## src/rtl/div_unit_pkg.sv

```systemverilog
// -----------------------------------------------------------------------------
// div_unit_pkg
//
// Shared CPU definitions for the iterative divider:
//   - state encodings for the divide FSM (plain localparams plus an enum built
//     from them, so older code comparing raw 3-bit codes stays compatible)
//   - DIV_STEPS : number of restoring iterations per divide
//   - HILO_W    : width of the packed {HI, LO} result
//   - negIf()   : conditional two's-complement negation used for sign handling
// -----------------------------------------------------------------------------
package div_unit_pkg;

    localparam int DIV_STEPS = 32;
    localparam int HILO_W    = 64;

    localparam logic [2:0] ST_IDLE = 3'd0;
    localparam logic [2:0] ST_PREP = 3'd1;
    localparam logic [2:0] ST_CALC = 3'd2;
    localparam logic [2:0] ST_FIX  = 3'd3;
    localparam logic [2:0] ST_DONE = 3'd4;

    typedef enum logic [2:0] {
        IDLE = ST_IDLE,
        PREP = ST_PREP,
        CALC = ST_CALC,
        FIX  = ST_FIX,
        DONE = ST_DONE
    } div_state_t;

    // Negate v when neg is set. Also serves as abs() when neg is the sign bit:
    // abs(0x8000_0000) stays 0x8000_0000, which is the correct unsigned magnitude.
    function automatic logic [31:0] negIf(input logic [31:0] v, input logic neg);
        return neg ? (~v + 32'd1) : v;
    endfunction

endpackage

```

## src/rtl/div_step.sv

```systemverilog
// -----------------------------------------------------------------------------
// div_step
//
// One radix-2 restoring division iteration, purely combinational.
//
// Ports:
//   rem      in  WIDTH+1  partial remainder before this step
//   quo      in  WIDTH    quotient shift register (unconsumed dividend bits
//                         at the top, developed quotient bits at the bottom)
//   divisor  in  WIDTH    divisor magnitude
//   remNext  out WIDTH+1  partial remainder after this step
//   quoNext  out WIDTH    quotient register after this step
// -----------------------------------------------------------------------------
module div_step
    import div_unit_pkg::*;
#(
    parameter int WIDTH = 32
) (
    input  logic [WIDTH:0]   rem,
    input  logic [WIDTH-1:0] quo,
    input  logic [WIDTH-1:0] divisor,
    output logic [WIDTH:0]   remNext,
    output logic [WIDTH-1:0] quoNext
);

    logic [WIDTH:0]   shifted;
    logic [WIDTH+1:0] trial;
    logic             fits;

    // Shift {rem, quo} left by one: the next dividend bit enters the remainder.
    assign shifted = {rem[WIDTH-1:0], quo[WIDTH-1]};

    // Trial subtraction with one extra bit to expose the borrow.
    assign trial = {1'b0, shifted} - {2'b00, divisor};

    // If the bit shifted out of rem was set, the shifted value is at least
    // 2^(WIDTH+1) and always exceeds the divisor, whatever the borrow says.
    assign fits = rem[WIDTH] | ~trial[WIDTH+1];

    assign remNext = fits ? trial[WIDTH:0] : shifted;
    assign quoNext = {quo[WIDTH-2:0], fits};

endmodule

```

## src/rtl/div_unit.sv

```systemverilog
// -----------------------------------------------------------------------------
// div_unit
//
// Iterative 32-bit DIV/DIVU unit for the EX stage. A request accepted in IDLE
// runs PREP (magnitudes), 32 CALC cycles (one restoring step each), FIX (sign
// correction, result registration) and DONE (one-cycle done pulse). Latency
// from start to done is a fixed 35 cycles, including divide-by-zero.
//
// Ports:
//   clk        in   1       system clock, rising edge
//   rst        in   1       asynchronous active-low reset
//   start      in   1       divide request, sampled in IDLE only
//   is_signed  in   1       1 = DIV (two's complement), 0 = DIVU
//   dividend   in   WIDTH   numerator, sampled with start
//   divisor    in   WIDTH   denominator, sampled with start
//   cancel     in   1       synchronous abort (exception / flush)
//   stall      out  1       combinational pipeline hold while a divide is pending
//   done       out  1       registered one-cycle completion pulse
//   div_zero   out  1       registered, valid with done: divisor was zero
//   hilo       out  2*WIDTH {HI = remainder, LO = quotient}, held between results
// -----------------------------------------------------------------------------
module div_unit
    import div_unit_pkg::*;
#(
    parameter int WIDTH = 32
) (
    input  logic               clk,
    input  logic               rst,
    input  logic               start,
    input  logic               is_signed,
    input  logic [WIDTH-1:0]   dividend,
    input  logic [WIDTH-1:0]   divisor,
    input  logic               cancel,
    output logic               stall,
    output logic               done,
    output logic               div_zero,
    output logic [2*WIDTH-1:0] hilo
);

    localparam int              CNT_W    = $clog2(DIV_STEPS);
    localparam logic [CNT_W-1:0] CNT_LAST = CNT_W'(DIV_STEPS - 1);
    localparam logic [CNT_W-1:0] CNT_ONE  = CNT_W'(1);

    // FSM
    div_state_t stateReg;
    div_state_t stateNext;

    // Request captured in IDLE
    logic             signedReg;
    logic             zeroReg;
    logic [WIDTH-1:0] dividendReg;
    logic [WIDTH-1:0] divisorReg;

    // Iteration datapath
    logic             qNegReg;
    logic             rNegReg;
    logic [WIDTH:0]   remReg;
    logic [WIDTH-1:0] quoReg;
    logic [WIDTH-1:0] divMagReg;
    logic [CNT_W-1:0] countReg;

    // Outputs
    logic               doneReg;
    logic               divZeroReg;
    logic [2*WIDTH-1:0] hiloReg;

    // Single restoring step
    logic [WIDTH:0]   remNext;
    logic [WIDTH-1:0] quoNext;

    div_step #(
        .WIDTH (WIDTH)
    ) u_step (
        .rem     (remReg),
        .quo     (quoReg),
        .divisor (divMagReg),
        .remNext (remNext),
        .quoNext (quoNext)
    );

    // -------------------------------------------------------------------------
    // Next-state logic. cancel overrides everything; in IDLE it also blocks a
    // simultaneous start. DONE ignores start and always returns to IDLE.
    // -------------------------------------------------------------------------
    always_comb begin
        stateNext = stateReg;
        if (cancel) begin
            stateNext = IDLE;
        end else begin
            case (stateReg)
                IDLE:    if (start) stateNext = PREP;
                PREP:    stateNext = CALC;
                CALC:    if (countReg == '0) stateNext = FIX;
                FIX:     stateNext = DONE;
                DONE:    stateNext = IDLE;
                default: stateNext = IDLE;
            endcase
        end
    end

    // -------------------------------------------------------------------------
    // State and datapath registers.
    // -------------------------------------------------------------------------
    always_ff @(posedge clk or negedge rst) begin
        if (!rst) begin
            stateReg    <= IDLE;
            signedReg   <= 1'b0;
            zeroReg     <= 1'b0;
            dividendReg <= '0;
            divisorReg  <= '0;
            qNegReg     <= 1'b0;
            rNegReg     <= 1'b0;
            remReg      <= '0;
            quoReg      <= '0;
            divMagReg   <= '0;
            countReg    <= '0;
            doneReg     <= 1'b0;
            divZeroReg  <= 1'b0;
            hiloReg     <= '0;
        end else begin
            stateReg <= stateNext;
            doneReg  <= 1'b0;

            // A cancelled cycle performs no datapath work; in FIX this means
            // the result is dropped and hilo/div_zero keep their old values.
            if (!cancel) begin
                case (stateReg)
                    IDLE: begin
                        if (start) begin
                            signedReg   <= is_signed;
                            dividendReg <= dividend;
                            divisorReg  <= divisor;
                            zeroReg     <= (divisor == '0);
                        end
                    end

                    PREP: begin
                        divMagReg <= negIf(divisorReg, signedReg & divisorReg[WIDTH-1]);
                        quoReg    <= negIf(dividendReg, signedReg & dividendReg[WIDTH-1]);
                        remReg    <= '0;
                        countReg  <= CNT_LAST;
                        qNegReg   <= signedReg & (dividendReg[WIDTH-1] ^ divisorReg[WIDTH-1]);
                        rNegReg   <= signedReg & dividendReg[WIDTH-1];
                    end

                    CALC: begin
                        remReg   <= remNext;
                        quoReg   <= quoNext;
                        countReg <= countReg - CNT_ONE;
                    end

                    FIX: begin
                        doneReg    <= 1'b1;
                        divZeroReg <= zeroReg;
                        // Divide-by-zero bypasses sign fixing entirely: the
                        // quotient reads all ones and HI returns the raw dividend.
                        if (zeroReg) begin
                            hiloReg <= {dividendReg, {WIDTH{1'b1}}};
                        end else begin
                            hiloReg <= {negIf(remReg[WIDTH-1:0], rNegReg),
                                        negIf(quoReg, qNegReg)};
                        end
                    end

                    default: ;
                endcase
            end
        end
    end

    // -------------------------------------------------------------------------
    // Outputs
    // -------------------------------------------------------------------------
    assign stall = ((stateReg == IDLE) && start && !cancel) ||
                   (stateReg == PREP) ||
                   (stateReg == CALC) ||
                   (stateReg == FIX);

    assign done     = doneReg;
    assign div_zero = divZeroReg;
    assign hilo     = hiloReg;

endmodule

```

## config.mk

```make
export PLATFORM = sky130hd
export DESIGN_NAME = div_unit
export DESIGN_NICKNAME = d
export VERILOG_FILES = /design/src/rtl/div_unit_pkg.sv /design/src/rtl/div_step.sv /design/src/rtl/div_unit.sv
export SDC_FILE = /design/constraint.sdc
export NUM_CORES = 1
export LEC_CHECK = 0
export BUFFER_PORTS_ARGS = -buffer_cell sky130_fd_sc_hd__buf_2
export CAP_MARGIN = 20
export CORE_AREA = 2 2 184 186
export DETAILED_ROUTE_END_ITERATION = 8
export DIE_AREA = 0 0 186 188
export MAX_ROUTING_LAYER = met4
export PLACE_DENSITY = 0.65
export SLEW_MARGIN = 10
export SYNTH_ARGS = -nofsm -noshare
export SYNTH_HDL_FRONTEND = slang
export SYNTH_HIERARCHICAL = 1
export SYNTH_SLANG_ARGS = --single-unit
```

## constraint.sdc

```tcl
create_clock -name clk -period 4 [get_ports clk]
set_clock_uncertainty 0.2 [all_clocks]
set_input_delay 0.2 -clock clk [delete_from_list [all_inputs] [get_ports clk]]
set_output_delay 0.2 -clock clk [all_outputs]
set_load 0.02 [all_outputs]
```

# After elaboration in Yosys (flattened, before gate mapping)
# Cells that the tools add are included.
# word_totals
latch_bits	0
ff_bits	239
output_inout_bits	67
n_memories	0
mem_bits_ro	0
word_cells	66
ramBits	0
inputBits	69
# classes
n_mux	15
magnitude_cmp	0
addsub	6
bitwise_logic	11
n_div	0
reduce_logical	15
n_mul	0
eq_ne	5
shift	0
# ops
cell	n
$add 32x1->32 const B	4
$mux 32	4
$not 32->32	4
$pmux 33 s2	1
$mux 64	1
$pmux 32 s2	1
$sub 33x32->34	1
$mux 33	1
$logic_not 32->1	1
$pmux 3 s4	1
$pmux 5 s2	1
$mux 3	3
$reduce_and 2->1	4
$eq 3x2->1 const B	2
$ne 3x3->1 const B	2
$logic_not 5->1	1
$sub 5x1->5 const B	1
$and 1x1->1	3
$eq 3x1->1 const B	1
$logic_not 3->1	1
$logic_or 1x1->1	3
$reduce_and 3->1	1
$logic_and 1x1->1	2
$mux 1	2
5 further kinds	6

# Logic depth before layout (Yosys ltp)
# depth
word_depth	6
depth_mapped	15
ltp_nobuf	13

# Modules after synthesis
# The synthesis kept the hierarchy.
# modules_own_cells
mod	cells_each	seq_area_each_um2	area_each_um2	instances
div_unit	1232	5980.7	12026.5	1
div_step	380	0.0	2607.5	1

# Worst setup path before layout
# Ideal clock, no wire load.
# synth_timing
kind	register -> register
from	register remReg[13]
to	register remReg[17]
arrival_ns	2.641
slack_ns	1.038
setup_time_ns	0.121
path_stages_with_launch	13
path_cell_list	dfrtp_1 ha_1 a21oi_2 o21ai_2 and3_4 a211oi_2 and2_4 o21ai_4 a21oi_4 inv_4 buf_8 mux2_4 a22o_1
# synth_via
elab_chain_cells	5
# synth_rtl
item	line_no	rtl
start, declared	div_unit.sv:57	logic [WIDTH:0] remReg;
start signal, assigned	div_unit.sv:147	remReg <= remNext;
$sub 33x32->34	div_step.sv:34	assign trial = {1'b0, shifted} - {2'b00, divisor};
$not 1->1	div_step.sv:38	assign fits = rem[WIDTH] | ~trial[WIDTH+1];
$or 1x1->1	div_step.sv:38	
named net u_step.fits	div_step.sv:28	logic fits;
$mux 33	div_step.sv:40	assign remNext = fits ? trial[WIDTH:0] : shifted;
named net remNext[17]	div_unit.sv:68	logic [WIDTH:0] remNext;
$pmux 33 s2	div_unit.sv:127	case (stateReg)
# The timed path passes the listed nets, and every way through them passes these cells.
# A chain may end at the register's enable or synchronous reset.

# Final worst setup path
# layout_timing
from	register quoReg[31]
to	register remReg[30]
# layout_via
elab_chain_cells	5
# layout_rtl
item	line_no	rtl
start, declared	div_unit.sv:58	logic [WIDTH-1:0] quoReg;
start signal, assigned	div_unit.sv:139	quoReg <= negIf(dividendReg, signedReg & dividendReg[WIDTH-1]);
start signal, assigned	div_unit.sv:148	quoReg <= quoNext;
$sub 33x32->34 *	div_step.sv:34	
$not 1->1	div_step.sv:38	
$or 1x1->1	div_step.sv:38	
$mux 33 *	div_step.sv:40	
named net remNext[30]	div_unit.sv:68	
$pmux 33 s2 *	div_unit.sv:127	
# The timed path passes the listed nets; every way through them passes the cells marked *.

==> results.json <==
{
  "io_buffers": 135,
  "fin_crit_sh_pct": 84.1,
  "first_global_vias": 12200,
  "wl_mm": 43.0,
  "rsz0062_at_grt": "false",
  "drt_first_pass_iters": 6,
  "io_pins": 136,
  "worst_setup_path_end_kind": "flip-flop",
  "clkTransAtPathRegs_ps": 60,
  "synth_seq_cells": 239,
  "syn_avg_cell_area_um2": 9.08,
  "rows": 67,
  "dr_total_vias": 12700,
  "fmax_ghz": 0.297,
  "drc_errors": 0,
  "crit_path_cell_trace": "inv_1 -> ha_1 -> fa_1 -> nand2b_1 -> a21oi_1 -> o2111ai_1 -> nand3_1 -> a21oi_1 -> o31a_1 -> xnor2_1 -> mux2_4 -> a22o_1",
  "synth_fp_nets": 1719,
  "clkLatencyLatePin_ps": 560,
  "startpoint_type": "flip-flop",
  "fin_crit_ps": 3360,
  "cts_buffer_depth": 3,
  "multiInputGateArea_um2": 7820,
  "p_int_mw": 8.09,
  "setup.worst_path.class": "reg2reg",
  "yosysSeqAreaShare_pct": 40.9,
  "seq_power_share_pct": 31.0,
  "sw_frac_of_total_pct": 44.3,
  "grt_pass1_wl_mm": 68.2,
  "seq_area_um2": 5980,
  "htreeDepth": 1,
  "clk_root_buffer_cell": "clkbuf_16",
  "drtAntennaViolNets": 0,
  "yosysWarnings": 6,
  "grt_usage_pct": 25.4,
  "cp_max_fo": 4,
  "p_leak_nw": 7.67,
  "outcome": "finished, final reports clean",
  "worstPathRequired_ps": 4240,
  "critPathMostFrequentCell": "a21oi_1",
  "cts_setup_buffers": 0,
  "synth_edf_count": 0,
  "initial_core_util_pct": 44.2,
  "fillerInstances": 3058,
  "p_total_mw": 14.5,
  "nets": 1861,
  "drv_slew": 0,
  "cts_tree": "built",
  "grt_max_degree": 95,
  "post_synth_num_cell_types": 83,
  "cp.arrival_ps": 3600,
  "setup_viol": 0,
  "drt-initial-drc-count": 1218,
  "clkPwrFrac_pct": 18.4,
  "critPathMaxStageDelay_ps": 400,
  "clock-sinks": 239,
  "p_switching_mw": 6.44,
  "grt_overflow": 0,
  "cap_violations": 0,
  "layout_commonest_cell": "dfrtp_1",
  "gp_congestion": 0.937,
  "finalHoldViolCount": 0,
  "numCtsBuffers": 29,
  "min_path_type": "in2async",
  "vdd_drop_max_uv": 429,
  "synth_area_um2": 14600,
  "powerDensity_nw_per_um2": 843,
  "ys.flop_type": "dfrtp_1",
  "core-area_um2": 33100,
  "die_y_um": 188,
  "hpwl_mm": 31.0,
  "relSlewSlack_pct": 44.9,
  "antenna_found_initial": 2,
  "p_comb_share_pct": 50.7,
  "setup_tns_ps": 0,
  "synthArstFlopShare_pct": 100,
  "die_w_um": 186,
  "via_per_inst": 5.71,
  "critical_path.slowest_cell": "dfrtp_1",
  "wl_per_cell_um": 19.4,
  "drive_gt1_share_pct": 18.2,
  "die-area_um2": 35000,
  "postSynthCellCount": 1612,
  "postCtsResizedCells": 0,
  "tightest_slew_ps": 826,
  "final_cell_mix": "dfrtp_1 (239), nand2_1 (143), buf_2 (134)",
  "areaGrowthSynthToFinish_pct": 17.7
}
==> metal layers <==
| metal | part of all wire (%) | global-route usage (%) |
|---|---|---|
| met2 | 47 | 40.4 |
| met5 | 0 | - |
| met4 | 2.5 | 6.60 |
| met1 | 45 | 34.3 |
| met3 | 5.9 | 3.19 |
==> worst paths after layout <==
| kind | from | slack, ps | endpoint | depth (start not counted) |
|---|---|---|---|---|
| min | rst | 60 | dividendReg[17]$_DFFE_PN0P_ | 2 |
| min reg2reg | hilo[43]$_DFFE_PN0P_ | 260 | hilo[43]$_DFFE_PN0P_ | 2 |
| max in group asynchronous | rst | 2580 | divMagReg[30]$_DFFE_PN0P_ | 3 |
| max | quoReg[31]$_DFFE_PN0P_ | 640 | remReg[30]$_DFFE_PN0P_ | 12 |
| max reg2reg | quoReg[31]$_DFFE_PN0P_ | 640 | remReg[30]$_DFFE_PN0P_ | 12 |
| min in group clk | dividend[12] | 210 | dividendReg[12]$_DFFE_PN0P_ | 3 |
==> sequential cells by signal, indices dropped and copies added, names as in the netlist <==
register,cells
countReg,5
divMagReg,32
div_zero,1
dividendReg,32
divisorReg,32
done,1
hilo,64
qNegReg,1
quoReg,32
rNegReg,1
remReg,33
signedReg,1
stateReg,3
zeroReg,1
==> stage by stage <==
step / setup slack [ps] / util, % / hold slack [ps] / instance area, um2 / std cells
detailed placement: 693 / 47.0 / 84.6 / 15600 / 2102
global placement: 710 / 47.0 / 85.0 / 15600 / 2102
finish: 637 / 52.0 / 56.4 / 17200 / 2224
global route: 441 / 52.0 / 126 / 17200 / 2223
CTS: 678 / 52.0 / 95.4 / 17200 / 2222
floorplan: 1040 / - / -296 / 14600 / 1612
==> Yosys cell counts (12+ instances only) <==
| cell | number | area [um2] |
|---|---|---|
| a21o_1 | 12 | 90.1 |
| a21oi_1 | 131 | 656 |
| a22o_1 | 31 | 272 |
| a31oi_1 | 28 | 175 |
| and3_1 | 15 | 93.8 |
| buf_1 | 12 | 45.0 |
| buf_4 | 32 | 240 |
| clkbuf_1 | 73 | 274 |
| dfrtp_1 | 239 | 5980 |
| ha_1 | 37 | 463 |
| inv_1 | 71 | 267 |
| mux2_2 | 75 | 845 |
| mux2i_1 | 12 | 120 |
| nand2_1 | 145 | 544 |
| nand3_1 | 40 | 200 |
| nor2_1 | 126 | 473 |
| nor3_1 | 33 | 165 |
| nor4_1 | 21 | 131 |
| o211ai_1 | 12 | 90.1 |
| o21ai_0 | 126 | 631 |
| o22ai_1 | 24 | 150 |
| o31ai_1 | 28 | 210 |
| xnor2_1 | 61 | 534 |
| xor2_1 | 70 | 613 |
==> cell families after synthesis <==
| family | Yosys count | share of synthesized area [%] |
|---|---|---|
| XOR/XNOR | 131 | 7.84 |
| AO/OA/AOI/OAI | 459 | 19.6 |
| AND/OR/NAND/NOR | 455 | 15.0 |
| buffers and inverters | 194 | 5.92 |
| flip-flops | 239 | 40.9 |
| multiplexers | 96 | 7.52 |
| adder cells (fa/ha/maj) | 38 | 3.30 |
==> power by group through the flow <==
stage | Sequential [mW] | Combinational [mW] | Clock (mW)
after global routing | 4.63 | 8.14 | 2.83
after global placement | 4.48 | 7.16 | 0
after floorplan | 4.46 | 5.30 | 0
final | 4.50 | 7.36 | 2.67
after CTS | 4.48 | 7.31 | 2.71
after detailed placement | 4.51 | 7.22 | 0
==> timing repair <==
action,4_1_cts,5_1_grt
setup endpoints to repair,0,0
endpoints found under the hold margin,162,0
hold buffers,69,0
==> final cells by class <==
type	instances	share of cell area (%)
Clock inverter	6	0.516
Sequential cell	239	34.7
Tap cell	448	3.25
Inverter	73	1.60
Clock buffer	45	5.14
Timing Repair Buffer	232	9.35
Antenna cell	2	0.0290
Multi-Input combinational cell	1179	45.4
==> worst max-delay path: cells and delay by family, from the launching register on <==
family / cells / cell delay, ps
multiplexers: 1 / 260
AND/OR/NAND/NOR: 2 / 420
adder cells (fa/ha/maj): 2 / 600
AO/OA/AOI/OAI: 5 / 1180
buffers and inverters: 1 / 60
XOR/XNOR: 1 / 130
flip-flops: 1 / 400
(Power assumes the default switching activity.)
